==> config.mk <==
export PLATFORM = sky130hd
export DESIGN_NAME = sram_arbiter
export DESIGN_NICKNAME = d
export VERILOG_FILES = /design/src/rtl/sram_arbiter_pkg.sv /design/src/rtl/sram_arbiter_rr_pick.sv /design/src/rtl/sram_arbiter.sv
export SDC_FILE = /design/constraint.sdc
export NUM_CORES = 1
export LEC_CHECK = 0
export ABC_AREA = 0
export CORE_ASPECT_RATIO = 2
export CORE_UTILIZATION = 38
export DETAILED_ROUTE_END_ITERATION = 8
export GPL_TIMING_DRIVEN = 1
export HOLD_SLACK_MARGIN = 0.02
export PLACE_DENSITY = 0.87
export SYNTH_ARGS = -nofsm -noshare
export SYNTH_HDL_FRONTEND = slang
export SYNTH_HIERARCHICAL = 1
export SYNTH_SLANG_ARGS = --single-unit
==> constraint.sdc <==
create_clock -name clk -period 3.19 [get_ports clk]
set_input_delay 0.638 -clock clk [delete_from_list [all_inputs] [get_ports clk]]
set_output_delay 0.638 -clock clk [all_outputs]
set_load 0.03 [all_outputs]
==> src/rtl/sram_arbiter_pkg.sv <==
// Shared definitions for the SRAM arbiter: FSM encoding,
// default widths/strobe lengths and small helpers.
package sram_arbiter_pkg;

    localparam int N_REQ_DEF     = 4;
    localparam int ADDR_W_DEF    = 12;
    localparam int DATA_W_DEF    = 8;
    localparam int WR_CYCLES_DEF = 2;
    localparam int RD_CYCLES_DEF = 2;

    localparam logic [1:0] BE_NONE  = 2'b00;
    localparam logic [1:0] BE_LANE0 = 2'b01;

    typedef enum logic [1:0] {
        S_IDLE = 2'd0,
        S_WR   = 2'd1,
        S_RD   = 2'd2,
        S_RESP = 2'd3
    } state_t;

    function automatic int max_int(input int a, input int b);
        return (a > b) ? a : b;
    endfunction

    function automatic int idx_width(input int n);
        return (n > 1) ? $clog2(n) : 1;
    endfunction

endpackage

==> src/rtl/sram_arbiter_rr_pick.sv <==
// Combinational round-robin selector: first set request at or
// after the pointer, wrapping from the top requester to 0.
module sram_arbiter_rr_pick
    import sram_arbiter_pkg::*;
#(
    parameter int N_REQ = N_REQ_DEF,
    parameter int IDX_W = idx_width(N_REQ_DEF)
) (
    input  logic [N_REQ-1:0] req,
    input  logic [IDX_W-1:0] ptr,
    output logic [N_REQ-1:0] gnt,
    output logic [IDX_W-1:0] idx,
    output logic             any_valid
);

    int               j;
    logic [IDX_W-1:0] jj;

    always_comb begin
        gnt       = '0;
        idx       = '0;
        any_valid = 1'b0;
        j         = 0;
        jj        = '0;
        for (int k = 0; k < N_REQ; k++) begin
            j = int'(ptr) + k;
            if (j >= N_REQ) begin
                j = j - N_REQ;
            end
            jj = IDX_W'(j);
            if (!any_valid && req[jj]) begin
                any_valid = 1'b1;
                idx       = jj;
                gnt[jj]   = 1'b1;
            end
        end
    end

endmodule

==> src/rtl/sram_arbiter.sv <==
// Round-robin arbiter and access sequencer sharing one byte-wide
// SRAM port between N_REQ requesters; one access at a time.
module sram_arbiter
    import sram_arbiter_pkg::*;
#(
    parameter int N_REQ     = N_REQ_DEF,
    parameter int ADDR_W    = ADDR_W_DEF,
    parameter int DATA_W    = DATA_W_DEF,
    parameter int WR_CYCLES = WR_CYCLES_DEF,
    parameter int RD_CYCLES = RD_CYCLES_DEF
) (
    input  logic                    clk,
    input  logic                    rst,
    input  logic [N_REQ-1:0]        req,
    input  logic [N_REQ-1:0]        req_we,
    input  logic [N_REQ*ADDR_W-1:0] req_addr,
    input  logic [N_REQ*DATA_W-1:0] req_wdata,
    output logic [N_REQ-1:0]        ack,
    output logic [DATA_W-1:0]       rdata,
    output logic [N_REQ-1:0]        gnt,
    output logic                    busy,
    output logic                    mem_write,
    output logic                    mem_read,
    output logic [1:0]              mem_byte_en,
    output logic [ADDR_W-1:0]       mem_addr,
    output logic [DATA_W-1:0]       mem_wdata,
    input  logic [DATA_W-1:0]       mem_rdata
);

    localparam int IDX_W = idx_width(N_REQ);
    localparam int CNT_W = $clog2(max_int(WR_CYCLES, RD_CYCLES) + 1);

    state_t           state;
    logic [IDX_W-1:0] ptr;
    logic [IDX_W-1:0] ptr_next;
    logic [CNT_W-1:0] cnt;
    logic [N_REQ-1:0] pick_gnt;
    logic [IDX_W-1:0] pick_idx;
    logic             pick_any;
    logic             wr_last;
    logic             rd_last;

    sram_arbiter_rr_pick #(
        .N_REQ (N_REQ),
        .IDX_W (IDX_W)
    ) u_rr_pick (
        .req       (req),
        .ptr       (ptr),
        .gnt       (pick_gnt),
        .idx       (pick_idx),
        .any_valid (pick_any)
    );

    assign ptr_next = (pick_idx == IDX_W'(N_REQ - 1)) ? '0
                                                      : pick_idx + IDX_W'(1);
    assign wr_last  = (cnt == CNT_W'(WR_CYCLES - 1));
    assign rd_last  = (cnt == CNT_W'(RD_CYCLES - 1));

    // mem_addr/mem_wdata/gnt double as the request latch, so input
    // changes after the grant edge cannot reach the SRAM.
    always_ff @(posedge clk or negedge rst) begin
        if (!rst) begin
            state       <= S_IDLE;
            ptr         <= '0;
            cnt         <= '0;
            ack         <= '0;
            rdata       <= '0;
            gnt         <= '0;
            busy        <= 1'b0;
            mem_write   <= 1'b0;
            mem_read    <= 1'b0;
            mem_byte_en <= BE_NONE;
            mem_addr    <= '0;
            mem_wdata   <= '0;
        end else begin
            unique case (state)
                S_IDLE: begin
                    cnt <= '0;
                    if (pick_any) begin
                        gnt         <= pick_gnt;
                        ptr         <= ptr_next;
                        busy        <= 1'b1;
                        mem_byte_en <= BE_LANE0;
                        mem_addr    <= req_addr[pick_idx*ADDR_W +: ADDR_W];
                        if (req_we[pick_idx]) begin
                            state     <= S_WR;
                            mem_write <= 1'b1;
                            mem_wdata <= req_wdata[pick_idx*DATA_W +: DATA_W];
                        end else begin
                            state    <= S_RD;
                            mem_read <= 1'b1;
                        end
                    end
                end
                S_WR: begin
                    if (wr_last) begin
                        state       <= S_RESP;
                        cnt         <= '0;
                        ack         <= gnt;
                        rdata       <= '0;
                        mem_write   <= 1'b0;
                        mem_byte_en <= BE_NONE;
                        mem_addr    <= '0;
                        mem_wdata   <= '0;
                    end else begin
                        cnt <= cnt + CNT_W'(1);
                    end
                end
                S_RD: begin
                    if (rd_last) begin
                        state       <= S_RESP;
                        cnt         <= '0;
                        ack         <= gnt;
                        rdata       <= mem_rdata;
                        mem_read    <= 1'b0;
                        mem_byte_en <= BE_NONE;
                        mem_addr    <= '0;
                    end else begin
                        cnt <= cnt + CNT_W'(1);
                    end
                end
                S_RESP: begin
                    state <= S_IDLE;
                    ack   <= '0;
                    gnt   <= '0;
                    rdata <= '0;
                    busy  <= 1'b0;
                end
                default: begin
                    state <= S_IDLE;
                end
            endcase
        end
    end

endmodule
=== Word level (Yosys, flattened, before mapping) ===
Index checks and enable logic that the tools add are counted.

* Memory bits (read-only): 0
* Register bits: 47
* RAM bits: 0
* Memories kept: 0
* Logic and storage cells: 143
* Latch bits: 0

* $mul: 1
* Bitwise logic cells: 3
* Reduce and logical (&&, ||, !) cells: 26
* Multiplexer cells: 66
* Shift-type cells: 2
* Equal/unequal tests: 11
* Divide/modulo/power cells: 0
* Order comparisons: 13
* Add/sub/neg operators: 9

{| class="wikitable"
|+ Operators with widths
! kind !! count
|-
| 48-bit by 7-bit indexed part select with 12-bit output || 1
|-
| 8-bit two-way mux || 4
|-
| 32-bit by 6-bit indexed part select with 8-bit output || 1
|-
| 2-bit two-way mux || 15
|-
| 12-bit two-way mux || 2
|-
| 4-bit two-way mux || 6
|-
| 12-bit case mux with 2 select lines || 1
|-
| 8-bit case mux with 3 select lines || 1
|-
| 1-bit two-way mux || 19
|-
| 4-bit case mux with 2 select lines || 2
|-
| 8-bit case mux with 2 select lines || 1
|-
| 2-bit by 3-bit less-than comparator with 1-bit output, second input constant || 5
|-
| 4-bit bitwise OR || 3
|-
| 1-bit binary-select mux with 2-bit select || 5
|-
| 2-bit != test, second input constant || 5
|-
| 2-bit nonzero test || 5
|-
| 3-bit >= comparator, second input constant || 3
|-
| 1-bit demux with 2-bit select || 4
|-
| 2-bit by 1-bit >= comparator with 1-bit output, second input constant || 4
|-
| 2-bit case mux with 2 select lines || 2
|-
| 2-bit AND reduction || 4
|-
| 4-bit AND reduction || 2
|-
| 2-bit by 1-bit subtractor with 2-bit output, second input constant || 4
|-
| 1-bit logical AND || 7
|-
| other kinds (15) || 25
|}

=== Depth between registers and ports, before layout ===
* Depth after elaboration: 19
* Gate-level depth with buffers: 14

=== Hierarchy ===
Netlist, hierarchy kept.

{| class="wikitable"
|+ Modules (own cells, without submodules)
! module !! instances !! area each (µm²) !! cells each
|-
| sram_arbiter || 1 || 2647.5 || 225
|-
| sram_arbiter_rr_pick || 1 || 419.2 || 45
|}

=== Worst setup path after synthesis ===
Ideal clock, no wire load.

* Path type: reg-to-reg
* Start: reg ptr[0]
* End: reg mem_wdata[0]
* Path buffers: 4
* Arrival: 3.030 ns
* Stages on the path, launching flop included: 14
* Clock period less this slack: 3.155 ns
* Setup time: 0.125 ns
* Path slack: 0.035 ns
* Cell sequence: dfrtp_1 > buf_6 > inv_1 > ha_1 > mux4_2 > buf_6 > and2b_2 > o21ai_0 > o31ai_1 > buf_6 > buf_6 > mux4_2 > nor2b_1 > mux2_4

* Word-level cells in the longest chain between the ends: 18
* Elaborated cells on any way between the ends: 46
* Classes of those cells: add/sub: 7; order compare: 4; eq/ne: 2; shift: 1; mux: 25; reduce/logical: 7

{| class="wikitable"
|+ Ends and longest elaborated chain
! element !! RTL line !! source
|-
| from (decl) || sram_arbiter.sv:34 || <nowiki>logic [IDX_W-1:0] ptr;</nowiki>
|-
| from (signal assigned) || sram_arbiter.sv:81 || <nowiki>ptr <= ptr_next;</nowiki>
|-
| branches (longest 13 deep; another with 2-bit by 1-bit adder with 3-bit output) || -- ||
|-
| 2-bit two-way mux (*) || sram_arbiter_rr_pick.sv:31 || <nowiki>if (!any_valid && req[jj]) begin</nowiki>
|-
| via pick_idx[0] || sram_arbiter.sv:38 || <nowiki>logic [IDX_W-1:0] pick_idx;</nowiki>
|-
| 32-bit by 6-bit indexed part select with 8-bit output or 1-bit binary-select mux with 2-bit select (tied branches) || sram_arbiter.sv:88, sram_arbiter.sv:85 ||
|-
| 8-bit two-way mux or 1-bit two-way mux (tied branches) || sram_arbiter.sv:85 || <nowiki>if (req_we[pick_idx]) begin</nowiki>
|-
| 8-bit two-way mux or 2-bit != test (tied branches) || -- ||
|-
| 8-bit case mux with 2 select lines or 4-bit AND reduction (tied branches) || -- ||
|-
| to (signal assigned) || sram_arbiter.sv:88 || <nowiki>mem_wdata <= req_wdata[pick_idx*DATA_W +: DATA_W];</nowiki>
|-
| to (decl) || sram_arbiter.sv:26 || <nowiki>output logic [DATA_W-1:0] mem_wdata,</nowiki>
|}

Mark *: on every way through the listed nets, which the timed path passes. The select of a mux whose other input is x is not followed.
A chain may end at the register's enable or synchronous reset.

=== Worst setup path after layout ===
* Start: reg ptr[0]
* End: reg mem_wdata[5]

The elaborated chain is that of the path after synthesis.

==> impl_metrics.ini <==
[synthesis]
synth_top_flop_cell = dfrtp_1
synthSimpleGateAreaFrac_pct = 11.8
synth_common_cells = dfrtp_1, o21ai_0, nand2_1, mux4_2, a22o_1
ys_ff_latch = 46
ys_types = 39
ys_top_cells_by_area = dfrtp_1, mux4_2, a22o_1
synthAdderAreaFrac_pct = 4.49
synth_edf_count = 0
postSynthCellCount = 270
synth_warnings = 6
yosysSeqAreaShare_pct = 37.5
yosys.area.top_type_share_pct = 37.5
synthesis.nets = 379
synth_top_area_cell = dfrtp_1
synth_top_family_by_area = multiplexers
synthArstFlopShare_pct = 100
avgSynthCellArea_um2 = 11.4
synthMuxAreaShare_pct = 25.2
synth_compound_area_share_pct = 15.4
synth_xor_area_share_pct = 0
syn_area_mm2 = 0.00307
synth_most_common_cell = dfrtp_1

[floorplanning]
io_pins = 139
die_x_um = 65.5
initial_utilization_pct = 38.9
coreArea_mm2 = 0.00789
die_h_um = 129
rows = 46
dieArea_mm2 = 0.00846

[timing]
period_share_pct = 94.0
skew_ps = 7.39
fmax_mhz = 333
slew_violations = 0
hold_slack_ps = 479
rsz0062_at_grt = false
final.setup.tns_ps = 0
period_minus_slack_ps = 3000
slew_headroom_pct = 31.4
hold_viol = 0
tightest_slew_ps = 1030
setup_viol = 0

[worst_setup_path]
ff2ff_setup_slack_ps = 190
cpPeakStageDelay_ps = 560
critPathKind = register to register
cp.arrival_ps = 3170
crit_path_start_kind = register
crit_fanout = 13
path_cells = buf_4, mux4_2, and2b_2, o21ai_1, buf_4, o31ai_4, buf_12, buf_12, mux4_2, nor2b_1, mux2_4
crit_slowest_cell = mux4_2
regToRegStartpoint = ptr[0]
reg2reg_depth = 11
end_kind = register
path_depth = 11
critPathRequiredTime_ps = 3360
crit_buf_inv = 4
r2r_end = mem_wdata[5]
cp_top_family = multiplexers

[worst_hold_path]
hp-start = mem_byte_en[0]
min_to = mem_byte_en[0]
hp-class = register to register
holdPathStages = 2

[routing]
ant_nets = 0
viasPerCell = 5.46
drtIter0Drc = 154
routedWlPerCell_um = 18.2
drt_pass1_iterations = 5
vias = 2840
drc = 0
wl_mm = 9.48

[placement]
place_inst = 508
port_buffers = 137
gp_congestion = 0.882
post-dp-hpwl_mm = 7.58

[global_routing]
grt_pass1_vias = 3069
grt_usage_pct = 23.6
antenna_found_initial = 0
overflow = 0
grt_pass1_wl_mm = 15.0
grt_max_degree = 47

[final_layout]
fin_util_pct = 62.1
fin_cells = 520
num-nets-final = 532
diodes = 0
drive_gt1_share_pct = 18.4
syn_to_final_growth_pct = 59.6

[clocking]
tritoncts = done
clkTransAtPathRegs_ps = 70
numCtsBuffers = 5
htreeDepth = 2
cts_buffer_depth = 2
clk_latency_ps = 290
cts.sinks = 46
cts_root_buffer = clkbuf_16

[pwr]
power_density_mw_per_mm2 = 1200
ir_drop_uv = 1160
finalPower_uw = 5870
p_leak_uw = 0.00207

[outcome]
status = finished, final reports clean

[flow_run]
drv_cap = 0
[final cells by class]
cell class	count	area, um^2
Clock buffer	5	125
Timing Repair Buffer	165	1650
Sequential cell	46	1150
Clock inverter	3	43.8
Tap cell	96	120
Fill cell	634	2990
Inverter	11	41.3
Multi-Input combinational cell	194	1770
[routing by layer]
metal	global-route usage [%]	wire (um)	part of all wire, %	vias up
li1	-	-	-	1320
met3	2.46	380	4.0	26
met2	45.1	5390	57	105
met4	13.7	381	4.0	0
met5	0	0	0	-
met1	23.5	3330	35	1389
[worst register-to-register path, delay by kind of cell (launching register included)]
| family | cells | cell delay (ps) |
|---|---|---|
| mux | 3 | 1320 |
| buf+inv | 4 | 660 |
| simple gates | 2 | 400 |
| flops | 1 | 360 |
| compound gates | 2 | 150 |
[cell families (layout without fill, tap and decap cells)]
kind of cell / count (synthesis) / after routing
fa+ha+maj: 11 / 11
simple gates: 70 / 70
mux: 40 / 40
flops: 46 / 46
other cells: 1 / 1
compound gates: 72 / 72
buf+inv: 30 / 184
[power breakdown]
group | internal (uW) | total, uW | switching (uW) | leakage, uW
Combinational | 2190 | 4280 | 2090 | 0.00139
Sequential | 833 | 996 | 163 | 0.000592
Clock | 371 | 598 | 227 | 0.0000842
Total | 3390 | 5870 | 2480 | 0.00207
[placed cells by master, fill, tap and decap left out, types with 2 or more instances in the layout]
cell,synthesis,final
mux2_2,3,3
buf_4,1,23
nand2_1,24,24
dfrtp_1,46,46
buf_12,0,5
nor2_1,8,8
clkbuf_16,0,5
a21oi_1,11,9
nand3_1,12,12
inv_1,11,11
nand2b_1,4,4
mux4_2,22,23
mux4_1,3,2
a22o_1,16,16
dlymetal6s2s_1,0,3
mux2i_1,3,3
o21ai_0,26,25
nor3_1,3,3
ha_1,11,11
nor2b_1,14,14
mux2_4,9,9
o21ai_1,1,2
clkdlybuf4s50_1,0,132
a21oi_2,0,2
a22oi_1,8,8
[flip-flops by register name (all words and copies together) (netlist names)]
signal and count:
rdata 8, mem_wdata 8, ptr 2, mem_read 1
busy 1, mem_write 1, cnt 2, gnt 4
mem_addr 12, ack 4, state 2, mem_byte_en 1
[stage by stage]
| step | area (um^2) | worst slack, ps |
|---|---|---|
| finish | 4890 | 191 |
| floorplan | 3070 | 35.0 |
| detailed placement | 4670 | -364 |
| CTS | 4840 | 2.90 |
| global route | 4890 | 67.5 |
| global placement | 4670 | -255 |
[worst max path at each step]
stage          slack [ps]           end  startpoint
6_report              190  mem_wdata[5]      ptr[0]
3_3_place_gp         -250  mem_wdata[5]      req[3]
4_1_cts                 3  mem_wdata[5]      req[1]
5_1_grt                70  mem_wdata[6]      ptr[0]
2_1_floorplan          30  mem_wdata[0]      ptr[0]
3_5_place_dp         -360  mem_wdata[5]      req[0]
[timing repair]
item,CTS,global route
setup buffers,0,4
endpoints found under the setup margin,10,23
gates resized for setup,3,6
hold buffers,0,0
pin swaps,0,0
endpoints found under the hold margin,0,0
Power figures use the tool's default switching activity.
